## src/rtl/run_ctrl_pkg.sv

```systemverilog
// ============================================================================
// Module : run_ctrl_pkg
// Brief  : Shared state encoding and defaults for the run controller.
// Rev    : 1.0
// ============================================================================
`default_nettype none

package run_ctrl_pkg;

    typedef enum logic [2:0] {
        ST_IDLE      = 3'd0,
        ST_RUN       = 3'd1,
        ST_STEP_WAIT = 3'd2,
        ST_WAIT_IN   = 3'd3,
        ST_HALT      = 3'd4
    } state_t;

    localparam int c_DEBOUNCE_CYCLES_DEF = 50000;

endpackage

`default_nettype wire

```

## src/rtl/button_debounce.sv

```systemverilog
// ============================================================================
// Module : button_debounce
// Brief  : 2-FF synchronizer, stable-count debouncer and press pulse.
// Rev    : 1.0
// ============================================================================
`default_nettype none

module button_debounce
    import run_ctrl_pkg::*;
#(
    parameter int DEBOUNCE_CYCLES = c_DEBOUNCE_CYCLES_DEF
) (
    input  logic clk,
    input  logic rst_n,
    input  logic i_btn_n,
    output logic o_pulse
);

    localparam int c_CW = (DEBOUNCE_CYCLES > 1) ? $clog2(DEBOUNCE_CYCLES) : 1;
    localparam logic [c_CW-1:0] c_MAX = c_CW'(DEBOUNCE_CYCLES - 1);

    logic            r_sync1;
    logic            r_sync2;
    logic            r_level;
    logic            r_pulse;
    logic [c_CW-1:0] r_cnt;
    logic            w_sample;

    assign w_sample = ~r_sync2;
    assign o_pulse  = r_pulse;

    // Counter tracks how many consecutive samples disagree with the accepted level.
    always_ff @(posedge clk or negedge rst_n) begin
        if (!rst_n) begin
            r_sync1 <= 1'b1;
            r_sync2 <= 1'b1;
            r_level <= 1'b0;
            r_pulse <= 1'b0;
            r_cnt   <= '0;
        end else begin
            r_sync1 <= i_btn_n;
            r_sync2 <= r_sync1;
            r_pulse <= 1'b0;
            if (w_sample == r_level) begin
                r_cnt <= '0;
            end else if (r_cnt == c_MAX) begin
                r_level <= w_sample;
                r_pulse <= w_sample;
                r_cnt   <= '0;
            end else begin
                r_cnt <= r_cnt + c_CW'(1);
            end
        end
    end

endmodule

`default_nettype wire

```

## src/rtl/run_controller.sv

```systemverilog
// ============================================================================
// Module : run_controller
// Brief  : Commit sequencer with confirm/step buttons, input stall and HLT.
// Rev    : 1.0
// ============================================================================
`default_nettype none

module run_controller
    import run_ctrl_pkg::*;
#(
    parameter int DEBOUNCE_CYCLES = c_DEBOUNCE_CYCLES_DEF,
    parameter int CNT_W           = 32
) (
    input  logic             clk,
    input  logic             reset,
    input  logic             hlt_i,
    input  logic             in_req_i,
    input  logic             out_req_i,
    input  logic             btn_confirm_n,
    input  logic             btn_step_n,
    input  logic             step_mode,
    output logic             commit_o,
    output logic             disp_load_o,
    output logic             halted_o,
    output logic             wait_in_o,
    output logic [2:0]       state_o,
    output logic [CNT_W-1:0] instr_count_o
);

    logic             w_conf_p;
    logic             w_step_p;
    logic             w_commit;
    state_t           w_next;
    state_t           r_state;
    logic             r_halted;
    logic             r_wait_in;
    logic [CNT_W-1:0] r_count;

    button_debounce #(.DEBOUNCE_CYCLES(DEBOUNCE_CYCLES)) u_conf (
        .clk     (clk),
        .rst_n   (reset),
        .i_btn_n (btn_confirm_n),
        .o_pulse (w_conf_p)
    );

    button_debounce #(.DEBOUNCE_CYCLES(DEBOUNCE_CYCLES)) u_step (
        .clk     (clk),
        .rst_n   (reset),
        .i_btn_n (btn_step_n),
        .o_pulse (w_step_p)
    );

    // Mealy commit: hlt_i outranks in_req_i, which outranks the button pulse.
    always_comb begin
        w_commit = 1'b0;
        w_next   = r_state;
        case (r_state)
            ST_IDLE: begin
                if (w_conf_p) w_next = step_mode ? ST_STEP_WAIT : ST_RUN;
            end
            ST_RUN: begin
                if (hlt_i)         w_next = ST_HALT;
                else if (in_req_i) w_next = ST_WAIT_IN;
                else begin
                    w_commit = 1'b1;
                    if (step_mode) w_next = ST_STEP_WAIT;
                end
            end
            ST_STEP_WAIT: begin
                if (w_step_p) begin
                    if (hlt_i)         w_next = ST_HALT;
                    else if (in_req_i) w_next = ST_WAIT_IN;
                    else               w_commit = 1'b1;
                end else if (!step_mode) begin
                    w_next = ST_RUN;
                end
            end
            ST_WAIT_IN: begin
                if (w_conf_p) begin
                    w_commit = 1'b1;
                    w_next   = step_mode ? ST_STEP_WAIT : ST_RUN;
                end
            end
            ST_HALT: w_next = ST_HALT;
            default: w_next = ST_IDLE;
        endcase
    end

    always_ff @(posedge clk or negedge reset) begin
        if (!reset) begin
            r_state   <= ST_IDLE;
            r_halted  <= 1'b0;
            r_wait_in <= 1'b0;
            r_count   <= '0;
        end else begin
            r_state   <= w_next;
            r_halted  <= (w_next == ST_HALT);
            r_wait_in <= (w_next == ST_WAIT_IN);
            if (w_commit) r_count <= r_count + CNT_W'(1);
        end
    end

    assign commit_o      = w_commit;
    assign disp_load_o   = w_commit & out_req_i;
    assign halted_o      = r_halted;
    assign wait_in_o     = r_wait_in;
    assign state_o       = r_state;
    assign instr_count_o = r_count;

endmodule

`default_nettype wire

```

## config.mk

```make
export PLATFORM = sky130hd
export DESIGN_NAME = run_controller
export DESIGN_NICKNAME = d
export VERILOG_FILES = /design/src/rtl/run_ctrl_pkg.sv /design/src/rtl/button_debounce.sv /design/src/rtl/run_controller.sv
export SDC_FILE = /design/constraint.sdc
export NUM_CORES = 1
export LEC_CHECK = 0
export ABC_AREA = 1
export ABC_CLOCK_PERIOD_IN_PS = 1640
export CORE_ASPECT_RATIO = 0.8
export CORE_MARGIN = 2
export CORE_UTILIZATION = 45
export CTS_CLUSTER_DIAMETER = 120
export DETAILED_ROUTE_END_ITERATION = 7
export MAX_ROUTING_LAYER = met4
export PLACE_DENSITY = 0.73
export SKIP_LAST_GASP = 1
export SYNTH_ARGS = -nofsm -noshare
export SYNTH_HDL_FRONTEND = slang
export SYNTH_SLANG_ARGS = --single-unit
export TNS_END_PERCENT = 5
```

## constraint.sdc

```tcl
create_clock -name clk -period 1.64 [get_ports clk]
set_input_delay 0.41 -clock clk [delete_from_list [all_inputs] [get_ports clk]]
set_output_delay 0.41 -clock clk [all_outputs]
set_load 0.01 [all_outputs]
```

-- Word level (Yosys, flattened, before mapping)
Cells that the tools add are included.
- bitwise gates (word level): 5
- multiplexer cells: 23
- eq/ne operators: 10
- $add $sub $neg: 3
- reductions and logical operators: 4
- operator list (cell ; number):
    $mux 16 ; 4
    $add 16x1->16 const B ; 2
    $add 32x1->32 const B ; 1
    $eq 16x16->1 const B ; 2
    $mux 3 ; 8
    $pmux 3 s4 ; 1
    $eq 3x2->1 const B ; 3
    $mux 1 ; 8
    $eq 3x3->1 const B ; 2
    $not 1->1 ; 4
    $reduce_and 2->1 ; 2
    $eq 3x1->1 const B ; 1
    $logic_not 3->1 ; 1
    $pmux 1 s3 ; 1
    $eq 1x1->1 ; 2
    $mux 2 ; 1
    $reduce_or 2->1 ; 1
    $and 1x1->1 ; 1
- register bits after elaboration: 77
- output and inout port bits: 39
- input bits: 8

-- Longest topological paths before layout
Gate-level depths: netlist of the first run.
- depth after elaboration: 5
- depth in mapped cells: 10
- depth with buffers taken out: 10

-- Cells and area by module
From an unflattened synthesis of the first run, not the netlist that was laid out.
- cells, all modules: 579
- area, all modules: 4350.4 µm²
- modules (own cells, without submodules) (module ; times used ; cells an instance ; area each (µm²) ; sequential area each (µm²)):
    run_controller ; 1 ; 333 ; 2253.4 ; 925.9
    button_debounce ; 2 ; 123 ; 1048.5 ; 503.0

-- Worst setup path before layout of the first run
Ideal clock, no wire load.
- path kind: register to output
- from: register r_state[0] (netlist: state_o[0])
- to: output port disp_load_o
- slack: -0.066 ns
- cell stages (with the launch flop): 8
- arrival: 1.296 ns
- cell sequence: dfrtp_1 > buf_6 > nor3_4 > nand2_2 > nand3_4 > buf_4 > nand2_1 > inv_1
- cells in the longest elaborated chain, start to end: 3
- elaborated cells between the ends (all ways): 5
- those cells by class: eq/ne (3); mux (1); bitwise (1)
- ends and longest elaborated chain (what ; RTL line ; source):
    from (decl) ; run_controller.sv:34 ; state_t r_state;
    from (signal assigned) ; run_controller.sv:96 ; r_state <= w_next;
    $eq 3x2->1 / $eq 3x1->1 (equally long branches) ; run_controller.sv:57 ; case (r_state)
    $pmux 1 s3 (*) ; run_controller.sv:57 ;
    via commit_o ; run_controller.sv:22 ; output logic commit_o,
    $and 1x1->1 (*) ; run_controller.sv:104 ; assign disp_load_o = w_commit & out_req_i;
    to (decl) ; run_controller.sv:23 ; output logic disp_load_o,
The timed path passes the listed nets; every way through them passes the cells marked *.

-- Final worst setup path of the first run
- from: register r_state[2] (netlist: state_o[2])
- to: output port state_o[2]
- RTL lines (what ; RTL line ; source):
    to (decl) ; run_controller.sv:26 ; output logic [2:0] state_o,
No word-level cell between the ends.

==> results.txt, run 1 <==
For met1 alone, demand over resource in global routing was 0.298. Measured along the x axis, the die boundary spans roughly 110 microns. The number of port buffers came out at 46. The number of library cell types mapped by synthesis is 30. The count of pins on the block boundary came out at 47. The endpoint arrival time on the critical path is about 1.5 ns. Once detailed placement completed, the half-perimeter wirelength came to 7310 microns.

Of the total power, the share spent switching nets is 0.253. The area of the core is 9110 sq um. The most used flip-flop cell after synthesis is dfrtp_1. The via count came out at 3,874. The max capacitance violation total came out at 0. After detailed routing, the total wire length is about 10,000 microns. The proportion of synthesized area in mux cells came out at 0. The largest family of logic cells by synthesized area is simple AND/OR/NAND/NOR gates.

After detailed routing, the number of remaining DRC violations is 0. The antenna violation net count after detailed routing came out at 0. Counting flops with an async set or reset pin after synthesis yields a share of 1.00. The number of flip-flops and latches in the synthesized netlist is between 70 and 80.

The row count came out at 31. The count of endpoints failing hold in the final timing report is 0. The proportion of power drawn by flip-flops and latches is 0.399. Leaving out fill and tap cells, the most frequent cell in the layout is nand2_1. The flow ran to the end, but the final reports show violations. The H-tree depth came out at 3.

Each instance of the synthesized netlist takes up on average around 7.6 sq um. The final reports fail on negative setup slack. The worst-case setup margin in the final layout came out at -0.219 ns. The total of fill cells in the finished design came out at 743. The insertion delay to the later sink of the worst-skew pair is approximately 0.34 ns.

Routability-driven placement finished with a final weighted congestion of between 0.9 and 1. The footprint of the multi-input gates came out at between 2000 and 2500 sq um. Data on the critical path is required at its endpoint by 1.23 ns.

The slew at the pin closest to its max-slew limit came out at 0.458 ns. The clock skew after layout came out at around 0.0088 ns. The per-cell routed wire length is between 10 and 15 microns. The critical path is of the reg2out type. The overall fraction of global-route tracks in use is 0.213. The first global-routing pass estimated 17,200 microns of wire. For this configuration, the core starts out at a cell density of 0.466. The synthesized area came out at 4250 sq um. The fraction of the mapped netlist area in compound gates was 0.0306. The internal power summed over all cells is between 3 and 4 mW. The part of the Yosys area used for sequential elements came out at 0.454. The worst slew margin relative to its limit is 0.695.

The number of standard cells after synthesis is about 560. The number of antenna diodes came out at 0. The number of detailed-route iterations in the first pass came out at 5. Of the total synthesized cell area, the portion taken by XOR and XNOR cells is 0.0736. The final non-filler cell total is roughly 770. The chip height is slightly above 90 microns.

The worst IR drop on VDD is about 0.7 mV. In the layout the commonest cells are 158 x nand2_1, 89 x nor2_1, 71 x dfrtp_1, 60 x inv_1, 39 x clkdlybuf4s50_1. The met2 global-route usage came out at 0.315. The total power per unit cell area came out at between 900 and 1000 nW/um^2. The part of the cycle the worst path needs is 1.13. Setup repair after global routing could not meet its margin everywhere. For this run, the number of Yosys warnings is 0. Counting the buffers created by CTS gives 9. The net switching power of the design came out at 1.34 mW. In the final layout, the share of cells above drive strength 1 is 0.146. The area added between synthesis and finish is 28.8%.

In this run the static leakage power is about 2.4 nW. met2 is the most crowded layer. The net count reported at finish is approximately 660. The highest clock rate is 0.538 GHz. The setup TNS is -4.69 ns. The largest net degree at the start of global routing is 40. Summed over all layers, the global routing overflow is 0. The initial antenna violation count was 0. The logic gate share of total power came out at 0.175. The largest buffer count on any clock path is 2. The net count of the mapped netlist came out at 570. Setup violations remaining at the end of the flow were counted as 62.

The die outline area came out at just over 10,000 sq um. Using the TritonRoute via totals, the vias-per-cell ratio works out to around 5. The tightest min-delay check is of the reg2reg type.

The combined flip-flop and latch cell area is between 1500 and 2000 sq um. The number of design-rule violations left by the first detailed-router iteration is ~230. The total count of max-transition violations in the final report is 0. The post-layout minimum cycle time came out at roughly 1.9 ns. The cell count after placement came out at ~740. The number of global-route vias before repair came to 3,692. The adder-cell share of the synthesized area is 0.00883. The clock transition at the registers of the reported paths came out at roughly 0.060 ns.

STA classifies the critical path startpoint as a flop. Along the worst path, the maximum fanout reaches 5. TritonCTS built the clock tree. The power after layout came out at 5.31 mW. The kind of capture point of the worst setup path is a primary output. In this run, synthesis inferred 0 flip-flops with an integrated enable. In the global route stage, met3 resource usage came out at 0.0541. The clock sink count came out at 77. The area fraction in and, or, nand and nor cells after synthesis came out at 0.360.

The proportion of power drawn by the clock network is 0.426. In this run the clock root is driven by a clkbuf_16.
[Yosys cell counts, types with 2 or more instances]
| master | n | area (sq um) |
|---|---|---|
| a21oi_1 | 12 | 60.1 |
| and3_1 | 2 | 12.5 |
| buf_2 | 2 | 10.0 |
| buf_6 | 3 | 33.8 |
| dfrtp_1 | 73 | 1830 |
| dfstp_2 | 4 | 105 |
| ha_1 | 3 | 37.5 |
| inv_1 | 62 | 233 |
| nand2_1 | 161 | 604 |
| nand2_2 | 13 | 81.3 |
| nand3_1 | 35 | 175 |
| nand3b_1 | 4 | 30.0 |
| nand4_1 | 15 | 93.8 |
| nor2_1 | 94 | 353 |
| nor2_2 | 3 | 18.8 |
| nor3_1 | 15 | 75.1 |
| nor3b_1 | 4 | 30.0 |
| o21ai_0 | 11 | 55.1 |
| xnor2_1 | 15 | 131 |
| xnor2_2 | 2 | 32.5 |
| xor2_1 | 17 | 149 |
[metal layers]
| layer | part of all wire | vias up |
|---|---|---|
| met4 | 0.012 | 0 |
| li1 | - | 1930 |
| met2 | 0.44 | 113 |
| met1 | 0.49 | 1819 |
| met3 | 0.064 | 12 |
| met5 | 0 | - |
[sequential cells by signal, summed over array words and instances (netlist names), 3 cells and up]
signal and flops:
instr_count_o 32, u_conf.r_cnt 16, state_o 3, u_step.r_cnt 16
[stage by stage]
stage               utilization  cell area (sq um)  hold WS (ns)  worst slack, ns
CTS                       0.595               5430         0.356           -0.223
finish                    0.601               5470         0.355           -0.219
detailed placement        0.549               5010         0.329           -0.719
global placement          0.549               5010         0.327           -0.696
floorplan                     -               4260         0.114           0.0220
global route              0.601               5470         0.361           -0.292
[area by class of cell]
class                           count  area share
Clock buffer                       13      0.0512
Clock inverter                      3      0.0119
Inverter                           63      0.0437
Multi-Input combinational cell    412       0.377
Sequential cell                    77       0.353
Tap cell                          115      0.0263
Timing Repair Buffer               84       0.137
[power by group through the flow]
stage	combinational, mW	sequential, mW	clock (mW)
detailed placement	0.850	2.15	0
floorplan	0.367	2.19	0
CTS	0.876	2.12	2.30
global placement	0.834	2.15	0
global route	1.04	2.14	2.37
finish	0.930	2.12	2.26
[critical path: stages, from the launching register on]
cell and delay (ns):
dfrtp_1 0.42, buf_4 0.17, clkdlybuf4s50_1 0.53
[worst paths after layout]
check	start	to	slack, ns	cells past startpoint
max in group asynchronous	reset	u_conf.r_sync1$_DFF_PN1_	0.52	3
min in group asynchronous	reset	u_step.r_level$_DFFE_PN0P_	0.51	2
setup reg to reg	state_o[1]$_DFF_PN0_	instr_count_o[2]$_DFFE_PN0P_	-0.09	7
setup / recovery	state_o[2]$_DFF_PN0_	state_o[2]	-0.22	2
hold / removal	u_conf.r_sync1$_DFF_PN1_	u_conf.r_sync2$_DFF_PN1_	0.36	0
hold reg to reg	u_conf.r_sync1$_DFF_PN1_	u_conf.r_sync2$_DFF_PN1_	0.36	0
[repair_timing]
| item | CTS | global route |
|---|---|---|
| endpoints found under the hold margin | 19 | 0 |
| setup buffers | 10 | 3 |
| gates resized for setup | 14 | 17 |
| pin swaps | 4 | 11 |
| hold buffers | 1 | 0 |
| setup endpoints to repair | 69 | 83 |
[logic make-up after synthesis]
logic type / count (synthesis)
AO/OA/AOI/OAI: 25
XOR/XNOR: 34
adder cells (fa/ha/maj): 3
buffers and inverters: 70
flip-flops: 77
AND/OR/NAND/NOR: 350
Power figures use the tool's default switching activity.
==> run 2: changes to the inputs <==
--- a/config.mk
+++ b/config.mk
@@ -8,12 +8,13 @@
 export ABC_AREA = 1
 export ABC_CLOCK_PERIOD_IN_PS = 1640
 export CORE_ASPECT_RATIO = 0.8
-export CORE_MARGIN = 2
+export CORE_MARGIN = 3
 export CORE_UTILIZATION = 45
 export CTS_CLUSTER_DIAMETER = 120
 export DETAILED_ROUTE_END_ITERATION = 7
 export MAX_ROUTING_LAYER = met4
 export PLACE_DENSITY = 0.73
+export SKIP_CTS_REPAIR_TIMING = 1
 export SKIP_LAST_GASP = 1
 export SYNTH_ARGS = -nofsm -noshare
 export SYNTH_HDL_FRONTEND = slang
==> results.txt, run 2 (same netlist as run 1, synthesis figures left out) <==
The vias per cell came out at 5.04 (-0.19%). The leakage power of the design is 2.38 nW (-1.8%). The checks that failed: negative setup slack. The final worst hold slack came to 0.0862 ns (-0.269 ns). STA classifies the critical path endpoint as a primary output. Walking the worst path, the cells encountered are buf_4 > clkdlybuf4s50_1.

The count of endpoints failing hold in the final timing report came to 0 (unchanged). The library cells used most frequently in the layout, excluding fill and tap cells, are 161 x nand2_1, 92 x nor2_1, 71 x dfrtp_1, 61 x inv_1, 40 x clkdlybuf4s50_1. The part of the cycle the worst path needs came to 1.13 (about the same). The highest clock rate was 0.538 GHz (about the same).

The count of pins on the block boundary is 47 (unchanged). The row count is 31 (unchanged). The per-cell routed wire length is 13.1 microns (+0.74%). The initial antenna violation count was 0 (unchanged). The slew at the pin closest to its max-slew limit is 0.520 ns (+0.0621 ns). The H-tree depth came to 3 (unchanged). The total count of max-transition violations in the final report came out at 0 (unchanged). The number of port buffers is 46 (unchanged). The combined flip-flop and latch cell area came out at 1930 sq um (unchanged). The net count reported at finish is 646 (-1.8%). The overall fraction of global-route tracks in use came out at 0.206 (-0.00718). The via count came out at 3,806 (-1.8%). The number of cells traversed by the worst register-to-register path is 10 (+3). The insertion delay to the later sink of the worst-skew pair is 0.34 ns (about the same). The max capacitance violation total came out at 0 (unchanged). The number of antenna diodes is 0 (unchanged). The number of detailed-route iterations in the first pass was 5 (unchanged). The number of flip-flops under the largest register name is 32 (unchanged). The worst setup path is launched from a flop. The number of buffers inserted during clock tree synthesis came out at 9 (unchanged). The number of global-route vias before repair is 3,559 (-3.6%). The beginning of the worst register-to-register path is instr_count_o[1]$_DFFE_PN0P_. The endpoint arrival time on the critical path came out at 1.45 ns (about the same). The area added between synthesis and finish is 25.0%. The clock skew after layout is 0.00720 ns (-0.00157 ns).

The type of the most critical hold path is in2async. The TritonCTS clock tree is yes. The initial standard-cell utilization of the core is 0.466 (unchanged). The number of design-rule violations left by the first detailed-router iteration came out at 305 (+30%). The number of design rule violations left after detail routing is 0 (unchanged). The HPWL after detailed placement is 7260 microns (-0.63%).

The share of cells above drive strength 1 came out at 0.116 (-0.0301). The total of fill cells in the finished design came to 809 (+8.9%). The sum of routed wire length over all layers is 9920 microns (-0.84%).

The largest net degree at the start of global routing came out at 78 (+95%). The clock transition at the registers of the reported paths is 0.06 ns (about the same). The final RePlAce weighted congestion is 0.905 (-0.26%). The core utilization of the finished layout was 0.583 (-0.0173).

The antenna violation net count after detailed routing came out at 0 (unchanged). The highest net fanout along the worst path came out at 5 (unchanged). The total length of routed met3 wires is 584 microns (-8.8%). The post-layout minimum cycle time is 1.86 ns (-0.00134 ns). The chip height is 92.9 microns (+2.2%). The data required time at the worst endpoint is 1.23 ns (about the same).

The critical path is of the reg2out type. Leaving out fill and tap cells, the most frequent cell in the layout is nand2_1. The largest buffer count on any clock path is 2 (unchanged). The worst-case setup margin in the final layout came out at -0.218 ns (+0.00134 ns). The die outline area was 10,700 sq um (+4.0%). The total met2 wirelength after detailed routing is 4330 microns (-0.85%).

The worst IR drop on VDD came out at 0.553 mV (-21%). The slowest stage of the critical path belongs to the cell clkdlybuf4s50_1. After detailed routing, no signal wire sits above met4. The endpoint identified for the worst register-to-register timing path is instr_count_o[26]$_DFFE_PN0P_.

The setup slack of the most critical reg-to-reg path is -0.07 ns (+0.02 ns). The total power per unit cell area came out at 941 nW/um^2 (-2.9%). The final-report setup violation count is 40 (-35%). The routed metal-1 wire length came out at 4910 microns (+0.82%).

Setup repair after global routing could not meet its margin everywhere. The horizontal die dimension is 115 microns (+1.8%). The biggest cell delay along the critical path is 0.55 ns (+0.02 ns). The area of the core is 9110 sq um (unchanged). The global-route wire length before repair came to 16,900 microns (-1.2%).

The clock sink count is 77 (unchanged). The total global routing overflow is 0 (unchanged). CTS placed an instance of clkbuf_16 at the clock tree root. The worst slew margin relative to its limit came to 0.653 (-0.0421). The run finished, with violations left. The footprint of the multi-input gates was 2030 sq um (-1.7%).
-- run 2: cell types whose count changed in the layout (fill, tap and decap cells not counted), sizes merged --
cell,previous run,this run
clkbuf,13,14
bufinv,2,1
dlygate4sd3,1,0
buf,40,27
dlymetal6s2s,0,4
clkinv,1,2
clkdlybuf4s50,39,40
dlygate4sd2,4,0
-- run 2: worst max-delay path: cells and delay by family, from the launching register on --
family	cells	cell delay, ns
buffers and inverters	2	0.71
flip-flops	1	0.41
-- run 2: where the power goes --
part | internal, mW | switching [mW]
registers | 2.01 | 0.104
logic | 0.401 | 0.459
clock network | 1.26 | 0.763
-- run 2: routing by layer --
metal	track usage	up-vias
li1	-	1908
met1	0.300	1771
met2	0.285	116
met3	0.0503	11
met4	0.0584	0
met5	-	-
-- run 2: layout make-up --
cell class,instances,share of cell area
multi-input cells,412,0.381
flip-flops and latches,77,0.364
repair buffers,72,0.126
clock buffers,13,0.0490
inverters,63,0.0445
well taps,115,0.0271
clock inverters,3,0.00824
-- run 2: per-stage QoR --
| stage | total power, mW | instances | instance area [sq um] | setup WS (ns) | TNS, ns |
|---|---|---|---|---|---|
| after floorplan | 2.55 | 559 | 4260 | 0.0220 | 0 |
| after global placement | 2.97 | 739 | 4990 | -0.714 | -9.40 |
| after detailed placement | 3.00 | 739 | 4990 | -0.713 | -10.57 |
| after CTS | 5.05 | 755 | 5300 | -0.727 | -5.96 |
| after global routing | 5.25 | 755 | 5320 | -0.302 | -8.39 |
| final | 5.00 | 755 | 5320 | -0.218 | -3.67 |
-- run 2: worst max-delay path by stage --
stage	endpoint	from	slack (ns)
CTS	disp_load_o	hlt_i	-0.73
finish	state_o[2]	state_o[2]$_DFF_PN0_	-0.22
detailed placement	disp_load_o	in_req_i	-0.71
global placement	disp_load_o	hlt_i	-0.71
global route	disp_load_o	state_o[2]$_DFF_PN0_	-0.30
floorplan	disp_load_o	state_o[1]$_DFF_PN0_	0.02
